`src/rtl/piso_stream.sv`:
```
// piso_stream: parallel-in/serial-out streamer with a valid/ready load port,
// a one-word holding buffer for gap-free back-to-back words, selectable bit
// order and an external bit-rate strobe. data_out, frame_out and done_out
// are all registered so the framing logic downstream sees clean levels.
module piso_stream #(
  parameter int unsigned SIZE      = 8,    // bits per word, 2..64
  parameter bit          MSB_FIRST = 1'b1  // 1: bit SIZE-1 first, 0: bit 0 first
) (
  input  logic            clk_in,
  input  logic            reset_n_in,
  input  logic [SIZE-1:0] data_in,
  input  logic            valid_in,
  output logic            ready_out,
  input  logic            shift_en_in,
  output logic            data_out,
  output logic            frame_out,
  output logic            done_out
);

  // Bits-remaining counter: wide enough to hold SIZE-1 for any legal SIZE.
  localparam int unsigned         CNT_W    = $clog2(SIZE) + 1;
  localparam logic [CNT_W-1:0]    LAST_CNT = CNT_W'(SIZE - 1);
  localparam logic [CNT_W-1:0]    CNT_ONE  = CNT_W'(1);

  typedef enum logic {
    ST_IDLE  = 1'b0,  // nothing on the line, frame_out low
    ST_SHIFT = 1'b1   // a word is being presented bit by bit
  } state_t;

  state_t            state_q, state_d;
  logic [SIZE-1:0]   hold_q, hold_d;          // holding buffer word
  logic              hold_full_q, hold_full_d;
  logic [SIZE-1:0]   shreg_q, shreg_d;        // bits not yet presented
  logic [CNT_W-1:0]  cnt_q, cnt_d;            // bits remaining after current
  logic              data_q, data_d;
  logic              frame_q, frame_d;
  logic              done_q, done_d;

  logic              accept;  // handshake completes at this edge
  logic              load;    // buffer moves into the shift register

  // The bit presented first from a freshly loaded word.
  function automatic logic head_bit(input logic [SIZE-1:0] w);
    return MSB_FIRST ? w[SIZE-1] : w[0];
  endfunction

  // Drop the bit just presented and zero-fill from the far end.
  function automatic logic [SIZE-1:0] advance(input logic [SIZE-1:0] w);
    return MSB_FIRST ? {w[SIZE-2:0], 1'b0} : {1'b0, w[SIZE-1:1]};
  endfunction

  // ready_out comes straight from the flag register, never from valid_in.
  assign ready_out = !hold_full_q;
  assign accept    = valid_in && !hold_full_q;

  // Holding buffer: capture on handshake, empty on transfer. The two never
  // coincide because a transfer needs the buffer full, which blocks accept.
  always_comb begin
    // NOTE: every always_comb output gets a default first so no path can
    // leave it unassigned and infer a latch.
    hold_d      = hold_q;
    hold_full_d = hold_full_q;
    if (accept) begin
      hold_d      = data_in;
      hold_full_d = 1'b1;
    end else if (load) begin
      hold_full_d = 1'b0;
    end
  end

  // Next-state and serial datapath: each strobe tick advances one bit; the
  // final tick either reloads from the buffer or drops the frame.
  always_comb begin
    state_d = state_q;
    shreg_d = shreg_q;
    cnt_d   = cnt_q;
    data_d  = data_q;
    frame_d = frame_q;
    done_d  = 1'b0;
    load    = 1'b0;

    unique case (state_q)
      ST_IDLE: begin
        if (shift_en_in && hold_full_q) begin
          load = 1'b1;
        end
      end
      ST_SHIFT: begin
        if (shift_en_in) begin
          if (cnt_q != '0) begin
            data_d  = head_bit(shreg_q);
            shreg_d = advance(shreg_q);
            cnt_d   = cnt_q - CNT_ONE;
          end else begin
            // Last bit's period ends on this tick.
            done_d = 1'b1;
            if (hold_full_q) begin
              load = 1'b1;
            end else begin
              data_d  = 1'b0;
              frame_d = 1'b0;
              state_d = ST_IDLE;
            end
          end
        end
      end
      default: begin
        state_d = ST_IDLE;
      end
    endcase

    // A load is identical from IDLE and from the end of a word, which is
    // what keeps back-to-back words gap-free.
    if (load) begin
      data_d  = head_bit(hold_q);
      shreg_d = advance(hold_q);
      cnt_d   = LAST_CNT;
      frame_d = 1'b1;
      state_d = ST_SHIFT;
    end
  end

  // State register and datapath flops; reset clears outputs immediately.
  always_ff @(posedge clk_in or negedge reset_n_in) begin
    if (!reset_n_in) begin
      state_q     <= ST_IDLE;
      hold_q      <= '0;
      hold_full_q <= 1'b0;
      shreg_q     <= '0;
      cnt_q       <= '0;
      data_q      <= 1'b0;
      frame_q     <= 1'b0;
      done_q      <= 1'b0;
    end else begin
      // NOTE: non-blocking assignments so every flop samples the values
      // from before this edge, regardless of statement order.
      state_q     <= state_d;
      hold_q      <= hold_d;
      hold_full_q <= hold_full_d;
      shreg_q     <= shreg_d;
      cnt_q       <= cnt_d;
      data_q      <= data_d;
      frame_q     <= frame_d;
      done_q      <= done_d;
    end
  end

  assign data_out  = data_q;
  assign frame_out = frame_q;
  assign done_out  = done_q;

endmodule

```
`config.mk`:
```
export PLATFORM = sky130hd
export DESIGN_NAME = piso_stream
export DESIGN_NICKNAME = d
export VERILOG_FILES = /design/src/rtl/piso_stream.sv
export SDC_FILE = /design/constraint.sdc
export NUM_CORES = 1
export LEC_CHECK = 0
export CORE_ASPECT_RATIO = 1.75
export CORE_MARGIN = 2
export CORE_UTILIZATION = 45
export CTS_CLUSTER_SIZE = 24
export DETAILED_ROUTE_END_ITERATION = 8
export HOLD_SLACK_MARGIN = 0.1
export PLACE_DENSITY = 0.77
export SLEW_MARGIN = 10
export SYNTH_ARGS = -nofsm -noshare
export SYNTH_HDL_FRONTEND = slang
export SYNTH_SLANG_ARGS = --single-unit
```
`constraint.sdc`:
```
create_clock -name clk_in -period 4.43 [get_ports clk_in]
set_input_delay 1.329 -clock clk_in [delete_from_list [all_inputs] [get_ports clk_in]]
set_output_delay 1.329 -clock clk_in [all_outputs]
set_load 0.005 [all_outputs]
```
==> out/metrics.cfg <==
[sta]
fmax_ghz=0.371
slew-limit-headroom_pct=31.4
timing.final.crit_share_pct=60.8
slew_viol_final=0
worst_pin_slew_ns=1.03
period_needed_ns=2.69
unrepaired_setup_endpoints_after_global_routing=no
timing.final.setup_violations=0
timing.final.hold_violations=0
layout_setup_ws_ns=1.74
clock-skew-final_ns=0.000892
fin_setup_tns_ns=0

[setup_path]
critPathCaptureType=flop
slowest_delay_ns=0.65
r2r-start=cnt_q[0]
critPathLaunch=valid_in
critical_path_arrival_ns=2.85
slowest_stage=sky130_fd_sc_hd__nor2b_1
max_fo_critical_path=14
critical_path_required_ns=4.59
r2r.worst_path.cells=5
timing.critical_path.to=hold_q[0]
setup.reg_to_reg.worst_slack_ns=2.51
critPathKind=input port to flop
regToRegEndpoint=shreg_q[6]
cp_cell_sequence=clkdlybuf4s50_1 > nor2b_1 > mux2_2
setup.worst_path.start_class=input port

[floorplanning]
ios=16
floorplan.core_area_um2=2300
die_width_um=41.2
initial_core_util_pct=47.3
fp.dieH_um=69.1
floorplan.die_area_um2=2840
floorplan.rows=23

[route]
firstDrtPassIters=4
detailroute.via_count=757
drc_errors=0
route.detailed.wl_per_inst_um=14.5
antenna_left=0
detail_route.iter0.violations=56
routed_wirelength_mm=1.97
post_drt_via_cell_ratio=5.57

[placed_design]
pre_cts_ws_ns=1.43
finalWeightedCongestion=0.768
dp_hpwl_mm=1.45
buffer_ports.inserted=15

[final_layout]
insertedDiodeCount=0
flow.area_growth_from_synthesis_pct=19.4
nFillCells=208
layout-drive-gt1-share_pct=10.8
layout.nets=126

[logic_synthesis]
synthesis.instances=96
synthSimpleGateAreaFrac_pct=10.9
synth_most_common_cell=sky130_fd_sc_hd__dfrtp_1
synth.area.top_cells=sky130_fd_sc_hd__dfrtp_1, sky130_fd_sc_hd__inv_1, sky130_fd_sc_hd__a222oi_1
compound_cell_area_share_of_the_yosys_netlist_pct=20.7
async_reset_ff_share_pct=100
share_of_the_synthesized_area_in_the_top_cell_type_pct=55.2
number_of_nets_produced_by_synthesis=110
proportion_of_synthesized_area_in_mux_cells_pct=3.10
number_of_unique_standard_cell_types_used_by_synthesis=32
mappedNetlistArea_um2=1090
synthAdderAreaFrac_pct=2.30
synth-edff-count=0
post-synth-top-area-cell=sky130_fd_sc_hd__dfrtp_1
ys_seq_elements=24
synthXorXnorAreaFrac_pct=0
ys_top_cells_by_count=sky130_fd_sc_hd__dfrtp_1, sky130_fd_sc_hd__inv_1, sky130_fd_sc_hd__o21ai_0
synth.avg_cell_area_um2=11.3
ys.warnings.count=0
yosysSeqAreaShare_pct=55.2
synth_top_family_by_area=compound AO/OA/AOI/OAI gates
dominantRegCellSynth=sky130_fd_sc_hd__dfrtp_1

[global_routing]
grt_pass1_wl_mm=3.55
groute.usage.overall_pct=17.9
maximum_number_of_pins_on_one_net_before_global_route_repair=25
grt_antenna_before_repair=0
grt_remaining_overflow=0
grt_pass1_vias=798

[clocking]
cts_inserted_buffers=3
post_cts_resize_count=0
postCtsSetupBuffers=0
clock_sink_count=24
cts.reportedPaths.clkPinSlew_ns=0.08
postCtsHoldBufs=0
clk_path_buf_depth=2
clk_latency_ns=0.26
tritoncts=done
root_buffer=sky130_fd_sc_hd__clkbuf_8
cts_max_level=1

[job]
maxCapViolCount=0

[pwr]
vdd.ir_drop.worst_mv=0.368
power.density_cell_area_nw_per_um2=526
power.leakage_uw=0.000585

[outcome]
run_status=completed

[min_path]
hold_path.class=flop to flop

critical path: cells and delay by family:
kind	cells	cell delay (ns)
and+or+nand+nor	1	0.65
buffers and inverters	1	0.46
muxes	1	0.41
through the flow:
| stage | std cells | hold WS, ns | instance area (µm²) | util [%] | total power, µW |
|---|---|---|---|---|---|
| after floorplan | 96 | 0.473 | 1090 | - | 478 |
| after global placement | 132 | 0.487 | 1240 | 54.1 | 527 |
| after detailed placement | 132 | 0.497 | 1240 | 54.1 | 544 |
| after CTS | 136 | 0.516 | 1300 | 56.5 | 691 |
| after global routing | 136 | 0.527 | 1300 | 56.5 | 731 |
| final | 136 | 0.510 | 1300 | 56.5 | 684 |
layout make-up:
| cell class | instances | area (µm²) | area share (%) |
|---|---|---|---|
| Sequential cell | 24 | 601 | 46.2 |
| Multi-Input combinational cell | 52 | 403 | 31.0 |
| Timing Repair Buffer | 15 | 150 | 11.5 |
| Inverter | 16 | 60.1 | 4.62 |
| Tap cell | 25 | 31.3 | 2.41 |
| Clock buffer | 4 | 55.1 | 4.23 |
state kept, by name, indices dropped and copies added (netlist names):
| name | count |
|---|---|
| done_out | 1 |
| state_q | 1 |
| hold_q | 8 |
| data_out | 1 |
| cnt_q | 4 |
| frame_out | 1 |
| shreg_q | 7 |
| hold_full_q | 1 |
cells by family (layout without fill, tap and decap cells):
logic type | count (synthesis) | after routing
AND/OR/NAND/NOR | 21 | 21
adder cells (fa/ha/maj) | 2 | 2
multiplexers | 3 | 3
buffers and inverters | 20 | 35
AO/OA/AOI/OAI | 26 | 26
flip-flops | 24 | 24
metal layers:
layer  vias up  part of all wire [%]  global-route usage, %
met5         -                     0                      0
met4         0                   3.3                   10.4
met3         7                   2.8                   3.22
met2        21                    55                   26.7
met1       359                    39                   22.9
li1        370                     -                      -
worst min-delay path by stage:
stage               startpoint         end  cells past startpoint
floorplan            hold_q[0]  shreg_q[1]                      1
global placement     hold_q[0]  shreg_q[1]                      1
detailed placement   hold_q[0]  shreg_q[1]                      1
CTS                  hold_q[0]  shreg_q[1]                      1
global route         hold_q[0]  shreg_q[1]                      1
finish               hold_q[0]  shreg_q[1]                      1
where the power goes:
part           internal (µW)  switching, µW
logic                    102           94.5
registers                297           44.9
clock network           79.3           66.0
total                    478            205
layout by cell type (no fill, tap or decap), types with 3 or more instances in the layout:
cell	Yosys	final
sky130_fd_sc_hd__inv_1	16	16
sky130_fd_sc_hd__dfrtp_1	24	24
sky130_fd_sc_hd__o21ai_0	10	10
sky130_fd_sc_hd__a222oi_1	5	5
sky130_fd_sc_hd__nand2_1	7	7
sky130_fd_sc_hd__clkbuf_8	0	4
sky130_fd_sc_hd__nor2_1	3	3
sky130_fd_sc_hd__mux2_2	3	3
sky130_fd_sc_hd__clkdlybuf4s50_1	0	15
Note: power is estimated with default switching activity, not from simulation.
